<file path="config.mk">
export PLATFORM = sky130hd
export DESIGN_NAME = prt_dptx_lnk_sym_enc_flat
export DESIGN_NICKNAME = d
export VERILOG_FILES = /design/src/rtl/prt_dptx_lnk_sym_enc_if.sv /design/src/rtl/prt_dptx_lnk_sym_enc.sv /design/src/flat_wrapper.sv
export SDC_FILE = /design/constraint.sdc
export NUM_CORES = 1
export LEC_CHECK = 0
export CORE_ASPECT_RATIO = 0.75
export CORE_MARGIN = 3
export CORE_UTILIZATION = 55
export DETAILED_ROUTE_END_ITERATION = 6
export DONT_BUFFER_PORTS = 1
export MAX_ROUTING_LAYER = met4
export PLACE_DENSITY = 0.7
export SLEW_MARGIN = 5
export SYNTH_ARGS = -nofsm -noshare
export SYNTH_HDL_FRONTEND = slang
export SYNTH_SLANG_ARGS = --single-unit
</file>
<file path="constraint.sdc">
create_clock -name CLK_IN -period 3.17 [get_ports CLK_IN]
set_input_delay 0.4755 -clock CLK_IN [delete_from_list [all_inputs] [get_ports CLK_IN]]
set_output_delay 0.4755 -clock CLK_IN [all_outputs]
set_load 0.02 [all_outputs]
</file>
<file path="src/rtl/prt_dptx_lnk_sym_enc_if.sv">
// Symbol-stream bundle between a link-layer source and the DisplayPort TX symbol encoder.
// The source drives configuration and input symbols; the encoder drives ready and link outputs.
interface prt_dptx_lnk_sym_enc_if;
    logic       CFG_EN_IN;
    logic       CFG_EFM_IN;
    logic       VLD_IN;
    logic       K_IN;
    logic [4:0] SYM_IN;
    logic [7:0] DAT_IN;
    logic       RDY_OUT;
    logic [8:0] LNK_DAT_OUT;
    logic       LNK_VLD_OUT;
    logic       LNK_SR_OUT;
    logic       ERR_OUT;

    modport master (
        output CFG_EN_IN, CFG_EFM_IN, VLD_IN, K_IN, SYM_IN, DAT_IN,
        input  RDY_OUT, LNK_DAT_OUT, LNK_VLD_OUT, LNK_SR_OUT, ERR_OUT
    );

    modport slave (
        input  CFG_EN_IN, CFG_EFM_IN, VLD_IN, K_IN, SYM_IN, DAT_IN,
        output RDY_OUT, LNK_DAT_OUT, LNK_VLD_OUT, LNK_SR_OUT, ERR_OUT
    );
endinterface

</file>
<file path="src/rtl/prt_dptx_lnk_sym_enc.sv">
// DisplayPort TX link symbol encoder: maps link symbol codes to 9-bit K/D symbols,
// inserts periodic scrambler resets and expands BS into BS-BF-BF-BS in enhanced framing mode.
module prt_dptx_lnk_sym_enc #(
    parameter int P_SR_INTERVAL = 512
) (
    input  logic                  CLK_IN,
    input  logic                  RST_N_IN,
    prt_dptx_lnk_sym_enc_if.slave bus
);

    localparam logic [1:0] ST_IDLE = 2'd0;
    localparam logic [1:0] ST_SEQ1 = 2'd1;
    localparam logic [1:0] ST_SEQ2 = 2'd2;
    localparam logic [1:0] ST_SEQ3 = 2'd3;

    localparam logic [8:0] SYM_BS = 9'h1BC;
    localparam logic [8:0] SYM_BE = 9'h1FB;
    localparam logic [8:0] SYM_SS = 9'h15C;
    localparam logic [8:0] SYM_SE = 9'h1FD;
    localparam logic [8:0] SYM_SR = 9'h11C;
    localparam logic [8:0] SYM_FS = 9'h1FE;
    localparam logic [8:0] SYM_FE = 9'h1F7;
    localparam logic [8:0] SYM_BF = 9'h17C;

    localparam logic [8:0] CNT_MASK = 9'(P_SR_INTERVAL - 1);

    logic [1:0] state_q,  state_d;
    logic [8:0] bs_cnt_q, bs_cnt_d;
    logic       x_sr_q,   x_sr_d;
    logic       rdy_q,    rdy_d;
    logic [8:0] dat_q,    dat_d;
    logic       vld_q,    vld_d;
    logic       sr_q,     sr_d;
    logic       err_q,    err_d;

    logic accept;
    logic bs_is_sr;

    assign accept   = bus.VLD_IN && rdy_q;
    assign bs_is_sr = (bs_cnt_q == 9'd0);

    always_comb begin
        state_d  = state_q;
        bs_cnt_d = bs_cnt_q;
        x_sr_d   = x_sr_q;
        dat_d    = 9'h000;
        vld_d    = 1'b0;
        sr_d     = 1'b0;
        err_d    = 1'b0;

        if (!bus.CFG_EN_IN) begin
            state_d  = ST_IDLE;
            bs_cnt_d = 9'd0;
            x_sr_d   = 1'b0;
        end else begin
            case (state_q)
                ST_IDLE: begin
                    if (accept) begin
                        if (!bus.K_IN) begin
                            dat_d = {1'b0, bus.DAT_IN};
                            vld_d = 1'b1;
                        end else begin
                            case (bus.SYM_IN)
                                5'd0: begin
                                    // The X symbol is remembered so the closing symbol of an
                                    // enhanced-framing sequence repeats the opening one.
                                    x_sr_d   = bs_is_sr;
                                    dat_d    = bs_is_sr ? SYM_SR : SYM_BS;
                                    vld_d    = 1'b1;
                                    sr_d     = bs_is_sr;
                                    bs_cnt_d = (bs_cnt_q + 9'd1) & CNT_MASK;
                                    if (bus.CFG_EFM_IN) begin
                                        state_d = ST_SEQ1;
                                    end
                                end
                                5'd1: begin
                                    dat_d = SYM_BE;
                                    vld_d = 1'b1;
                                end
                                5'd3: begin
                                    dat_d = SYM_SS;
                                    vld_d = 1'b1;
                                end
                                5'd6: begin
                                    dat_d = SYM_SE;
                                    vld_d = 1'b1;
                                end
                                5'd7: begin
                                    dat_d    = SYM_SR;
                                    vld_d    = 1'b1;
                                    sr_d     = 1'b1;
                                    bs_cnt_d = 9'd1;
                                end
                                5'd12: begin
                                    dat_d = SYM_FS;
                                    vld_d = 1'b1;
                                end
                                5'd13: begin
                                    dat_d = SYM_FE;
                                    vld_d = 1'b1;
                                end
                                5'd14: begin
                                    dat_d = SYM_BF;
                                    vld_d = 1'b1;
                                end
                                5'd15: begin
                                    vld_d = 1'b0;
                                end
                                default: begin
                                    err_d = 1'b1;
                                end
                            endcase
                        end
                    end
                end
                ST_SEQ1: begin
                    dat_d   = SYM_BF;
                    vld_d   = 1'b1;
                    state_d = ST_SEQ2;
                end
                ST_SEQ2: begin
                    dat_d   = SYM_BF;
                    vld_d   = 1'b1;
                    state_d = ST_SEQ3;
                end
                ST_SEQ3: begin
                    dat_d   = x_sr_q ? SYM_SR : SYM_BS;
                    vld_d   = 1'b1;
                    state_d = ST_IDLE;
                end
                default: begin
                    state_d = ST_IDLE;
                end
            endcase
        end

        rdy_d = bus.CFG_EN_IN && (state_d == ST_IDLE);
    end

    always_ff @(posedge CLK_IN or negedge RST_N_IN) begin
        if (!RST_N_IN) begin
            state_q  <= ST_IDLE;
            bs_cnt_q <= 9'd0;
            x_sr_q   <= 1'b0;
            rdy_q    <= 1'b0;
            dat_q    <= 9'h000;
            vld_q    <= 1'b0;
            sr_q     <= 1'b0;
            err_q    <= 1'b0;
        end else begin
            state_q  <= state_d;
            bs_cnt_q <= bs_cnt_d;
            x_sr_q   <= x_sr_d;
            rdy_q    <= rdy_d;
            dat_q    <= dat_d;
            vld_q    <= vld_d;
            sr_q     <= sr_d;
            err_q    <= err_d;
        end
    end

    assign bus.RDY_OUT     = rdy_q;
    assign bus.LNK_DAT_OUT = dat_q;
    assign bus.LNK_VLD_OUT = vld_q;
    assign bus.LNK_SR_OUT  = sr_q;
    assign bus.ERR_OUT     = err_q;

endmodule

</file>
<file path="src/flat_wrapper.sv">
// flat-port wrapper written by rule: the top's interface ports become plain ports
module prt_dptx_lnk_sym_enc_flat 
#(
    parameter int P_SR_INTERVAL = 512
)
  (CLK_IN, RST_N_IN, bus_CFG_EN_IN, bus_CFG_EFM_IN, bus_VLD_IN, bus_K_IN, bus_SYM_IN, bus_DAT_IN, bus_RDY_OUT, bus_LNK_DAT_OUT, bus_LNK_VLD_OUT, bus_LNK_SR_OUT, bus_ERR_OUT);
  prt_dptx_lnk_sym_enc_if bus_i ();
  input  logic CLK_IN;
  input  logic RST_N_IN;
  input wire logic [$bits(bus_i.CFG_EN_IN)-1:0] bus_CFG_EN_IN;
  input wire logic [$bits(bus_i.CFG_EFM_IN)-1:0] bus_CFG_EFM_IN;
  input wire logic [$bits(bus_i.VLD_IN)-1:0] bus_VLD_IN;
  input wire logic [$bits(bus_i.K_IN)-1:0] bus_K_IN;
  input wire logic [$bits(bus_i.SYM_IN)-1:0] bus_SYM_IN;
  input wire logic [$bits(bus_i.DAT_IN)-1:0] bus_DAT_IN;
  output wire logic [$bits(bus_i.RDY_OUT)-1:0] bus_RDY_OUT;
  output wire logic [$bits(bus_i.LNK_DAT_OUT)-1:0] bus_LNK_DAT_OUT;
  output wire logic [$bits(bus_i.LNK_VLD_OUT)-1:0] bus_LNK_VLD_OUT;
  output wire logic [$bits(bus_i.LNK_SR_OUT)-1:0] bus_LNK_SR_OUT;
  output wire logic [$bits(bus_i.ERR_OUT)-1:0] bus_ERR_OUT;
  assign bus_i.CFG_EN_IN = bus_CFG_EN_IN;
  assign bus_i.CFG_EFM_IN = bus_CFG_EFM_IN;
  assign bus_i.VLD_IN = bus_VLD_IN;
  assign bus_i.K_IN = bus_K_IN;
  assign bus_i.SYM_IN = bus_SYM_IN;
  assign bus_i.DAT_IN = bus_DAT_IN;
  assign bus_RDY_OUT = bus_i.RDY_OUT;
  assign bus_LNK_DAT_OUT = bus_i.LNK_DAT_OUT;
  assign bus_LNK_VLD_OUT = bus_i.LNK_VLD_OUT;
  assign bus_LNK_SR_OUT = bus_i.LNK_SR_OUT;
  assign bus_ERR_OUT = bus_i.ERR_OUT;
  prt_dptx_lnk_sym_enc #(.P_SR_INTERVAL(P_SR_INTERVAL)) u_core (.CLK_IN(CLK_IN), .RST_N_IN(RST_N_IN), .bus(bus_i));
endmodule
</file>
==> metrics.cfg, run 1 <==
[run_status]
status=complete, no violations

[logic_synthesis]
syn_inst=173
synth.most_common_cell=dfrtp_1
yosys_most_used_dff=dfrtp_1
ys_seq_area_share_pct=39.1
syn_avg_cell_area_um2=9.25
netlist_area_um2=1600
synth-async-reset-ratio_pct=100
yosysUniqueCellTypes=52
synth_edf_count=0
synth_top_area_share_pct=39.1
synthTopCellsByArea=dfrtp_1 39%, ha_1 4.7%, a21oi_1 3.8%, o21ai_0 3.4%, inv_1 2.8%
ys_warn_count=0
ys_ff_latch=25
yosys.area.top_type=dfrtp_1
ys_top_cells_by_count=25 x dfrtp_1, 12 x a21oi_1, 12 x inv_1, 12 x nand2_1, 11 x o21ai_0
synth_nets=198

[route]
vias=1343
wl_per_cell_um=17.5
drt-initial-drc-count=93
route.detailed.drc=0
dr.pass1.iters=4
viasPerCell=6.55
ant_nets=0
drt_wl_total_um=3580

[final_layout]
area_delta_synth_final_pct=3.44
final_cells=205
antenna_cells=0
drive_above_1_share_pct=10.1
multi_input_comb_area_um2=877
finalInstanceArea_um2=1660
fillers=225
seq_area_um2=626
fin_nets=195
final_util_pct=61.7

[worst_setup_path]
arrival_ns=2.19
cp_slowest_cell=a211oi_2
end_kind=flop
path_max_fanout=7
reg2regPathDepth=6
max_stage_delay_ns=0.54
critPathLaunchType=flop
critPathRequiredTime_ns=3.36
path_cells=inv_1 > ha_1 > nand4_1 > a211oi_2 > a41oi_1 > a31oi_1
critPathKind=flop to flop

[floorplanning]
die_width_um=68.3
die_y_um=52.7
start_util_pct=59.7
core_um2=2680
rows=16
ioPinCount=32
dieArea_um2=3600

[placement]
dpl_cell_area_um2=1600
dp_hpwl_um=2710
post-place-ws_ns=1.23
port_buffers=0
gp_congestion=0.892
dp_cells=200

[grt]
antenna_found_initial=0
grt_pass1_vias=1273
grt_remaining_overflow=0
grt.total_usage_pct=23.2
grt_pass1_wl_um=5980
grt_max_degree=26

[min_path]
min_path_type=primary input to flop
hold_depth=1

[clock_network]
cts_buffers=3
cts-htree-levels=1
post_cts_resize_count=0
root_buffer=clkbuf_8
clk_latency_ns=0.27
clkSinkCount=25
cts_tree=built
post_cts_buffers=0
clk_pin_slew_worst_paths_ns=0.09
cts_max_path_buffers=2

[timing]
slew_headroom_pct=26.0
worst_pin_slew_ns=1.11
fin_crit_sh_pct=62.9
finalSetupViolations=0
fin_tns_setup_ns=0
slew_viol_final=0
timing.final.ws_setup_ns=1.18
hold_violations=0
fin_skew_ns=0.00397
rsz0062_at_grt=no
fmax_ghz=0.502
min_period_ns=1.99

[power_and_ir_drop]
switching_share_pct=35.7
irDropWorstVdd_uv=313
p_comb_share_pct=23.1
seqPwrFrac_pct=53.5
switchingPower_mw=0.286
pwr_density_cell_nw_per_um2=484
p_leak_nw=0.698
internal_power_mw=0.515
p_clk_share_pct=23.4

[run]
max-cap-violations=0

logic make-up (layout without fill, tap and decap cells):
group | count (synthesis) | count (layout) | synth area share (%)
AO/OA/AOI/OAI | 62 | 62 | 26.6
AND/OR/NAND/NOR | 58 | 58 | 23.5
flip-flops | 25 | 25 | 39.1
buffers and inverters | 22 | 18 | 6.10
adder cells (fa/ha/maj) | 6 | 6 | 4.69
metrics by stage:
stage               total power, mW  hold slack [ns]
finish                        0.801            0.353
global placement              0.599            0.180
detailed placement            0.610            0.181
CTS                           0.805            0.348
floorplan                     0.575            0.180
global route                  0.848            0.339
flip-flops by register name, summed over array words and instances, names as in the netlist:
signal                  cells
u_core.bus.LNK_DAT_OUT      9
u_core.bs_cnt_q             9
u_core.bus.RDY_OUT          1
u_core.bus.ERR_OUT          1
u_core.x_sr_q               1
u_core.bus.LNK_SR_OUT       1
u_core.bus.LNK_VLD_OUT      1
u_core.state_q              2
worst max-delay path: cells and delay by family, from the launching register on:
family | cells | cell delay (ns)
compound gates | 3 | 0.89
fa+ha+maj | 1 | 0.24
buf+inv | 1 | 0.12
flops | 1 | 0.40
simple gates | 1 | 0.26
what timing repair did:
| action | 4_1_cts | 5_1_grt |
|---|---|---|
| endpoints found under the setup margin | 0 | 0 |
| hold buffers | 1 | 0 |
| endpoints found under the hold margin | 25 | 0 |
per-layer routing:
layer  GRT usage, %  part of all wire, %
met4           5.94                 0.95
met1           32.3                   48
met3           8.37                   11
met5              -                    0
met2           31.5                   40
final timing paths:
path / from / endpoint / slack (ns)
max: u_core.state_q[0]$_DFF_PN0_ / u_core.bs_cnt_q[5]$_DFFE_PN0P_ / 1.18
min in group asynchronous: RST_N_IN / u_core.bus.LNK_DAT_OUT[8]$_DFF_PN0_ / 0.86
min reg2reg: u_core.bs_cnt_q[8]$_DFFE_PN0P_ / u_core.bs_cnt_q[8]$_DFFE_PN0P_ / 0.51
max reg2reg: u_core.state_q[0]$_DFF_PN0_ / u_core.bs_cnt_q[5]$_DFFE_PN0P_ / 1.18
max in group asynchronous: RST_N_IN / u_core.bs_cnt_q[6]$_DFFE_PN0P_ / 1.65
min: bus_CFG_EN_IN / u_core.state_q[1]$_DFF_PN0_ / 0.35
power groups by stage:
| stage | Sequential [mW] | Clock, mW | Combinational (mW) |
|---|---|---|---|
| floorplan | 0.425 | 0 | 0.150 |
| global placement | 0.432 | 0 | 0.167 |
| detailed placement | 0.436 | 0 | 0.174 |
| CTS | 0.429 | 0.193 | 0.183 |
| global route | 0.434 | 0.206 | 0.209 |
| finish | 0.428 | 0.188 | 0.185 |
layout make-up:
class | count | area share [%]
inverter | 13 | 2.95
timing repair buffer | 1 | 0.605
tap | 36 | 2.72
sequential | 25 | 37.8
multi-input combinational | 126 | 53.0
clock buffer | 3 | 2.49
clock inverter | 1 | 0.454
cell usage in the layout (no fill, tap or decap), types with 2 or more instances in the layout:
cell type,instances
a211oi_2,2
a21oi_1,12
a22oi_1,2
a31o_2,4
a31oi_1,7
a41oi_1,3
and3_1,2
and4_1,2
clkbuf_8,3
dfrtp_1,25
ha_1,6
inv_1,12
nand2_1,12
nand2b_1,4
nand3_1,5
nand4_1,3
nor2_1,5
nor2b_1,7
nor3_1,3
nor3_4,2
o21ai_0,11
o22ai_1,3
o311ai_0,2
o31ai_1,4
Power figures use the tool's default switching activity.
==> inputs of run 2 (changes only) <==
PLACE_DENSITY = 0.73   (was 0.7)
clock period = 1.83 ns   (was 3.17 ns; I/O delays follow)
==> run 2 against run 1 <==
Net effect:
- sequential cell count is the same
- cell area rose by 5.1%
- utilization grew 3.1 points
- critical path depth is 2 lower
- sequential power up 73%
- largest power group unchanged
- first-iteration DRC count up 34%
- sequential share of layout area shrank 1.8 points
- hold slack got worse by 0.22 ns
==> metrics.cfg, run 2 (synthesized netlist as in run 1, its figures left out) <==
[run_status]
status=complete, no violations  ; unchanged

[worst_setup_path]
arrival_ns=1.83  ; was 2.19 ns
path_max_fanout=7  ; unchanged
critPathKind=flop to flop  ; unchanged
critPathRequiredTime_ns=1.98  ; was 3.36 ns
startpoint=u_core.bs_cnt_q[4]$_DFFE_PN0P_  ; was u_core.state_q[0]$_DFF_PN0_
end_kind=flop  ; unchanged
r2r-start=u_core.bs_cnt_q[4]$_DFFE_PN0P_  ; was u_core.state_q[0]$_DFF_PN0_
critPathLaunchType=flop  ; unchanged

[route]
vias=1401  ; was 1,343
drt-initial-drc-count=125  ; was 93
wl_per_cell_um=17.9  ; was 17.5 um
drt_wl_total_um=3830  ; was 3580 um
dr.pass1.iters=4  ; unchanged
viasPerCell=6.55  ; about the same
route.detailed.drc=0  ; unchanged
ant_nets=0  ; unchanged

[run]
max-cap-violations=0  ; unchanged

[floorplanning]
rows=16  ; unchanged
dieArea_um2=3600  ; unchanged
ioPinCount=32  ; unchanged
die_width_um=68.3  ; unchanged
core_um2=2680  ; unchanged
die_y_um=52.7  ; unchanged
start_util_pct=59.7  ; unchanged

[grt]
grt.total_usage_pct=24.6  ; was 23.2%
grt_max_degree=26  ; unchanged
antenna_found_initial=1  ; was 0
grt.met1_usage_pct=34.0  ; was 32.3%
grt_remaining_overflow=0  ; unchanged
use_met3_pct=6.65  ; was 8.37%
grt_util_met2_pct=34.9  ; was 31.5%
grt_pass1_vias=1236  ; was 1,273
grt_pass1_wl_um=6270  ; was 5980 um
gr-max-usage-layer=met2  ; was met1

[clock_network]
clk_latency_ns=0.28  ; was 0.27 ns
cts-htree-levels=1  ; unchanged
post_cts_buffers=0  ; unchanged
clkSinkCount=25  ; unchanged
clk_pin_slew_worst_paths_ns=0.09  ; about the same
root_buffer=clkbuf_8  ; unchanged
cts_buffers=3  ; unchanged
cts_max_path_buffers=2  ; unchanged
cts_tree=built  ; unchanged

[timing]
fmax_ghz=0.595  ; was 0.502 GHz
slew_viol_final=0  ; unchanged
rsz0062_at_grt=no  ; unchanged
worst_pin_slew_ns=0.476  ; was 1.11 ns
fin_skew_ns=0.00444  ; was 0.00397 ns
timing.final.ws_setup_ns=0.150  ; was 1.18 ns
slew_headroom_pct=68.0  ; was 26.0%
fin_tns_setup_ns=0  ; unchanged
min_period_ns=1.68  ; was 1.99 ns
hold_violations=0  ; unchanged
finalSetupViolations=0  ; unchanged
fin_crit_sh_pct=91.8  ; was 62.9%

[final_layout]
multi_input_comb_area_um2=886  ; was 877 um2
drive_above_1_share_pct=15.3  ; was 10.1%
final_cell_mix=25 x dfrtp_1, 12 x inv_1, 12 x a21oi_1, 12 x nand2_1, 11 x o21ai_0  ; unchanged
seq_area_um2=626  ; unchanged
fillers=212  ; was 225
area_delta_synth_final_pct=8.68  ; was 3.44%
layout_commonest_cell=dfrtp_1  ; unchanged
fin_nets=203  ; was 195
final_util_pct=64.8  ; was 61.7%
finalInstanceArea_um2=1740  ; was 1660 um2

[placement]
gp_congestion=0.836  ; was 0.892
port_buffers=0  ; unchanged
dpl_cell_area_um2=1650  ; was 1600 um2
post-place-ws_ns=0.0689  ; was 1.23 ns
dp_hpwl_um=2850  ; was 2710 um

[min_path]
min_path_type=primary input to flop  ; unchanged
min_from=bus_CFG_EN_IN  ; unchanged

[power_and_ir_drop]
p_leak_nw=0.743  ; was 0.698 nW
irDropWorstVdd_uv=505  ; was 313 uV
pwr_density_cell_nw_per_um2=817  ; was 484 nW/um2

[run 2: changes by cell type in the layout (fill, tap and decap cells not counted)]
cell	change
buf_4	+7
buf_12	+1
diode_2	+1
ha_1	-1
ha_2	+1
nor4b_1	-1
nor4b_2	+1
[run 2: layout make-up]
type | count | area share, %
flip-flops and latches | 25 | 36.0
multi-input cells | 126 | 50.9
inverters | 13 | 2.81
repair buffers | 9 | 4.75
diodes | 1 | 0.144
well taps | 36 | 2.59
clock buffers | 3 | 2.37
clock inverters | 1 | 0.432
[run 2: per-stage QoR]
stage | power (mW) | hold WS, ns | instances
after floorplan | 0.996 | -0.0211 | 173
after global placement | 1.06 | -0.0205 | 207
after detailed placement | 1.07 | -0.0205 | 207
after CTS | 1.42 | 0.133 | 213
after global routing | 1.51 | 0.118 | 214
final | 1.42 | 0.133 | 214
[run 2: metal layers]
layer  vias up  routed length (um)
li1        660                   -
met1       663                1780
met2        74                1630
met3         4                 391
met4         0                  32
met5         -                   0
[run 2: what timing repair did]
item	CTS	global route
gates resized for setup	0	2
hold buffers	2	0
endpoints found under the hold margin	25	0
setup endpoints to repair	0	3
[run 2: final timing paths]
path | to | slack (ns) | cells after the start
worst max-delay path | u_core.bus.LNK_DAT_OUT[7]$_DFF_PN0_ | 0.15 | 4
max in group asynchronous | u_core.bs_cnt_q[6]$_DFFE_PN0P_ | 1.26 | 2
worst min register to register | u_core.bs_cnt_q[7]$_DFFE_PN0P_ | 0.53 | 1
worst max register to register | u_core.bus.LNK_DAT_OUT[7]$_DFF_PN0_ | 0.15 | 4
worst min-delay path | u_core.state_q[0]$_DFF_PN0_ | 0.13 | 1
min in group asynchronous | u_core.bus.LNK_DAT_OUT[8]$_DFF_PN0_ | 0.43 | 2
[run 2: critical path, cell delays in order, from the launching register on]
cell,delay [ns]
dfrtp_1,0.46
nor4_1,0.50
a211oi_2,0.16
a211oi_1,0.30
o31ai_1,0.14
[run 2: report_power, final]
| group | switching [mW] | internal, mW | total, mW |
|---|---|---|---|
| clock network | 0.184 | 0.155 | 0.338 |
| registers | 0.120 | 0.620 | 0.740 |
| logic | 0.200 | 0.143 | 0.343 |
| total | 0.504 | 0.917 | 1.42 |
